==> src/rtl/div_ctrl_pkg.sv <==
// Shared defines for the clock-divider controller.
//   DIV_SIZE : default width of the divide ratio and of the period counter.
package div_ctrl_pkg;
  localparam int DIV_SIZE = 8;
endpackage

==> src/rtl/div_ctrl.sv <==
// div_ctrl: accepts a divide ratio N and hands it to the even/odd divider
// stages. A new ratio takes effect only at a period boundary of the current
// ratio, so no output period is ever cut short.
//
// Ports
//   clk, reset            : clock, synchronous active-high reset
//   load_valid/load_div   : offered divide ratio N (handshake with load_ready)
//   load_ready            : a ratio can be accepted this cycle
//   err                   : one-cycle pulse, an accepted ratio of 0 was rejected
//   P                     : divide ratio driven to the divider stages
//   not_zero              : 0 = bypass (N = 1), 1 = divided output
//   en_even, en_odd       : divider stage enables
//   sel_odd               : output mux select (1 = odd stage)
//   stage_rst             : one-cycle reset pulse to the divider stages
module div_ctrl
  import div_ctrl_pkg::*;
#(
  parameter int SIZE = DIV_SIZE
) (
  input  logic            clk,
  input  logic            reset,
  input  logic            load_valid,
  input  logic [SIZE-1:0] load_div,
  output logic            load_ready,
  output logic            err,
  output logic [SIZE-1:0] P,
  output logic            not_zero,
  output logic            en_even,
  output logic            en_odd,
  output logic            sel_odd,
  output logic            stage_rst
);

  typedef enum logic [1:0] {
    S_IDLE  = 2'd0,
    S_WAIT  = 2'd1,
    S_APPLY = 2'd2,
    S_RUN   = 2'd3
  } state_t;

  localparam logic [SIZE-1:0] ONE = SIZE'(1);

  state_t          state, state_nx;
  logic [SIZE-1:0] pend;
  logic [SIZE-1:0] pcnt;
  logic            boundary;
  logic            load_nz;

  assign boundary = (pcnt == '0);
  assign load_nz  = (load_div != '0);

  always_ff @(posedge clk) begin
    if (reset) state <= S_IDLE;
    else       state <= state_nx;
  end

  always_comb begin
    state_nx   = state;
    load_ready = 1'b0;
    stage_rst  = 1'b0;
    en_even    = 1'b0;
    en_odd     = 1'b0;
    case (state)
      S_IDLE: begin
        load_ready = 1'b1;
        if (load_valid && load_nz) state_nx = S_WAIT;
      end
      S_WAIT: begin
        // the previous ratio keeps running until its period completes
        en_even = not_zero & ~P[0];
        en_odd  = not_zero &  P[0];
        if (boundary) state_nx = S_APPLY;
      end
      S_APPLY: begin
        stage_rst = 1'b1;
        state_nx  = S_RUN;
      end
      S_RUN: begin
        load_ready = 1'b1;
        en_even    = not_zero & ~P[0];
        en_odd     = not_zero &  P[0];
        if (load_valid && load_nz) state_nx = S_WAIT;
      end
      default: state_nx = S_IDLE;
    endcase
  end

  // ratio registers, error pulse
  always_ff @(posedge clk) begin
    if (reset) begin
      pend     <= '0;
      P        <= ONE;
      not_zero <= 1'b0;
      sel_odd  <= 1'b0;
      err      <= 1'b0;
    end else begin
      err <= load_valid & load_ready & ~load_nz;
      if (load_valid && load_ready && load_nz) pend <= load_div;
      // new ratio becomes visible during the APPLY cycle
      if (state == S_WAIT && boundary) begin
        P        <= pend;
        not_zero <= (pend != ONE);
        sel_odd  <= pend[0] & (pend != ONE);
      end
    end
  end

  // period counter: counts N-1 down to 0; P >= 1 always, so P-1 never wraps
  always_ff @(posedge clk) begin
    if (reset) begin
      pcnt <= '0;
    end else begin
      case (state)
        S_IDLE:  pcnt <= '0;
        S_APPLY: pcnt <= P - 1'b1;
        default: pcnt <= boundary ? P - 1'b1 : pcnt - 1'b1;
      endcase
    end
  end

endmodule

==> config.mk <==
export PLATFORM = sky130hd
export DESIGN_NAME = div_ctrl
export DESIGN_NICKNAME = d
export VERILOG_FILES = /design/src/rtl/div_ctrl_pkg.sv /design/src/rtl/div_ctrl.sv
export SDC_FILE = /design/constraint.sdc
export NUM_CORES = 1
export LEC_CHECK = 0
export BUFFER_PORTS_ARGS = -buffer_cell sky130_fd_sc_hd__buf_2
export CAP_MARGIN = 15
export CORE_ASPECT_RATIO = 1.5
export CORE_MARGIN = 3
export CORE_UTILIZATION = 30
export CTS_CLUSTER_SIZE = 12
export DETAILED_ROUTE_END_ITERATION = 7
export PLACE_DENSITY_LB_ADDON = 0.3
export SLEW_MARGIN = 20
export SYNTH_ARGS = -nofsm -noshare
export SYNTH_HDL_FRONTEND = slang
export SYNTH_SLANG_ARGS = --single-unit
==> constraint.sdc <==
create_clock -name clk -period 1.7 [get_ports clk]
set_input_delay 0.17 -clock clk [delete_from_list [all_inputs] [get_ports clk]]
set_output_delay 0.17 -clock clk [all_outputs]
set_load 0.1 [all_outputs]
==> flow_summary.yaml <==
logic_synthesis:
  synthAdderAreaFrac_pct: 5.46
  synth_xor_area_share_pct: 3.82
  yosys-top-cells-area: "dfxtp_1 (36%), mux2i_1 (11%), nor2_1 (5.6%), ha_1 (5.5%), nor4_2 (3.1%)"
  synth_top_area_share_pct: 36.2
  synth-edff-count: 0
  synth_compound_area_share_pct: 16.0
  yosys.area.top_type: "dfxtp_1"
  synth-async-reset-ratio_pct: 0
  syn_area_um2: 1610
  synth_nets: 192
  synth.avg_cell_area_um2: 9.23
  ys_seq_elements: 29
  synth_top_family_by_area: "simple AND/OR/NAND/NOR gates"
  synth_cells: 174
  seq_area_frac_synth_pct: 36.2
  synth-simple-area-share_pct: 22.5
  synth_warnings: 0
  synth_cell_types: 45
  synthMuxAreaShare_pct: 11.2
  synth_flop_cell: "dfxtp_1"
clock_tree:
  cts_tree: "built"
  postCtsHoldBufs: 0
  insertion_delay_ns: 0.27
  htree_levels: 2
  clk_pin_slew_ns: 0.06
  cts-root-buf: "clkbuf_8"
  cts_buffers: 5
  clock-sinks: 29
  clockBufferDepth: 2
grt:
  grt_max_degree: 21
  antenna_found_initial: 0
  grt_pass1_vias: 1422
  globalRoute.totalOverflow: 0
  track_usage_pct: 14.1
  grt_first_pass_wirelength_um: 6760
route:
  drt_wl_total_um: 3980
  dr.pass1.iters: 4
  ant_nets: 0
  first_iter_violations: 38
  drc: 0
  via_per_inst: 4.91
  vias: 1419
  post_drt_wl_per_cell_um: 13.8
floorplan:
  core_um2: 5160
  fp.dieW_um: 65.7
  ioPinCount: 26
  num_rows: 32
  die_h_um: 95.6
  die_area_um2: 6280
  initial_utilization_pct: 31.1
setup_path:
  worstPathArrival_ns: 1.51
  end_kind: "output pin"
  cp_slowest_cell: "dfxtp_2"
  cp_top_family: "buffers and inverters"
  crit_top_cell: "inv_1"
  reg2reg_depth: 4
  slowest_delay_ns: 0.38
  r2r_setup_slack_ns: 0.08
  critPathKind: "flop to output pin"
  crit_chain: "inv_1, ha_1, buf_4, inv_1, buf_12"
  required_ns: 1.53
  crit_path_start_kind: "flop"
  critical_path.max_fanout: 5
  crit_buf_inv: 4
  worstReg2RegEnd: "pcnt[3]"
  r2r_start: "pcnt[2]"
layout:
  final_util_pct: 42.1
  area_growth_pct: 35.4
  layout-drive-gt1-share_pct: 36.2
  nFillCells: 517
  final_nets: 238
  diodes: 0
timing:
  rsz0062_at_grt: "true"
  fin_crit_sh_pct: 99.0
  tightest_slew_ns: 0.487
  fin_ws_ns: 0.0170
  setup_viol: 0
  fin_skew_ns: 0.00218
  relSlewSlack_pct: 67.7
  setup_tns_ns: 0
  finalCriticalPeriod_ns: 1.68
  slew_violations: 0
  finalHoldViolCount: 0
  fmax_ghz: 0.594
placed_design:
  post-dp-hpwl_um: 3170
  pre_cts_slack_ns: 0.0415
  place.gp.congestion: 0.808
  port_buffers: 25
power:
  power_density_nw_per_um2: 1900
  p_leak_uw: 0.000959
  ir_drop_mv: 1.08
outcome:
  status: "complete, no violations"
min_path:
  hold_end: "pend[0]"
  min_path_cells: 3
  hp-start: "load_div[0]"
  worstHoldPathType: "input pin to flop"
job:
  maxCapViolations: 0
[power by group]
part           internal, uW  switching [uW]  total [uW]  leakage [uW]
combinational          1080            1530        2610      0.000679
sequential              840             142         982      0.000240
clock                   290             247         537     0.0000395
[how the worst max path moves through the flow]
stage	cells past startpoint	start	end	slack [ns]
finish	5	state[0]	load_ready	0.02
global route	5	state[0]	load_ready	-0.05
CTS	5	state[0]	load_ready	-0.004
detailed placement	5	pcnt[2]	pcnt[7]	0.04
global placement	5	pcnt[2]	pcnt[7]	0.05
floorplan	5	state[0]	pend[0]	-0.01
[cells in the final DEF, fill, tap and decap left out, drive strengths merged, types with 2 or more instances in the layout]
cell type / Yosys / final
a211oi: 3 / 3
a21oi: 6 / 6
a31oi: 2 / 2
buf: 3 / 47
clkbuf: 5 / 8
dfxtp: 29 / 29
ha: 7 / 7
inv: 11 / 11
mux2i: 18 / 18
nand2: 7 / 7
nand4: 2 / 2
nor2: 25 / 25
nor3: 6 / 6
nor3b: 3 / 3
nor4: 8 / 8
nor4b: 2 / 2
o21a: 2 / 2
o21ai: 6 / 6
o22ai: 2 / 2
o31ai: 2 / 2
or4: 4 / 4
xnor2: 3 / 3
xor2: 4 / 4
[worst reg2reg max path, cell delays in order (launching register included)]
cell and delay [ns]:
dfxtp_1 0.31, buf_4 0.15, or4_1 0.55, a211o_1 0.31, a221oi_2 0.22
[through the flow]
stage          instances  power, uW  cell area (um2)  hold slack, ns
2_1_floorplan        174       2820             1650           0.317
5_1_grt              289       4420             2170           0.177
3_5_place_dp         280       3530             2050           0.440
3_3_place_gp         280       3520             2050           0.431
6_report             289       4130             2170           0.159
4_1_cts              289       4130             2160           0.152
[final cells by class]
cell class,count,area [um2],area share [%]
inverters,11,41.3,1.90
repair buffers,47,367,16.9
flip-flops and latches,29,597,27.5
well taps,68,85.1,3.91
multi-input cells,126,1000,46.2
clock buffers,8,80.1,3.68
[layer usage]
layer | global-route usage [%] | part of all wire, % | wire length [um]
met1 | 14.6 | 38 | 1500
met2 | 25.9 | 57 | 2250
met3 | 2.83 | 3.4 | 135
met4 | 7.44 | 2.1 | 85
met5 | 0 | 0 | 0
[cells in the mapped netlist, types with 4 or more instances]
| master | count |
|---|---|
| dfxtp_1 | 29 |
| nor2_1 | 24 |
| mux2i_1 | 18 |
| inv_1 | 11 |
| ha_1 | 7 |
| nand2_1 | 7 |
| a21oi_1 | 6 |
| clkbuf_1 | 5 |
| nor3_1 | 4 |
| nor4_1 | 4 |
| nor4_2 | 4 |
| or4_1 | 4 |
| xor2_1 | 4 |
[repair_timing]
item | 4_1_cts | 5_1_grt
endpoints found under the setup margin | 3 | 8
buffers inserted | 1 | 0
resized for setup | 5 | 4
[state kept, by name, summed over array words and instances (netlist names)]
| name | count |
|---|---|
| pend | 8 |
| state | 2 |
| not_zero | 1 |
| err | 1 |
| P | 8 |
| pcnt | 8 |
| sel_odd | 1 |
[cell families (layout without fill, tap and decap cells)]
| group | after synthesis | count (layout) |
|---|---|---|
| and+or+nand+nor | 62 | 62 |
| DFF | 29 | 29 |
| AOI/OAI and AO/OA | 32 | 32 |
| muxes | 18 | 18 |
| adders and majority gates | 7 | 7 |
| buffers and inverters | 19 | 66 |
| xor gates and xnor gates | 7 | 7 |
(Power assumes the default switching activity.)
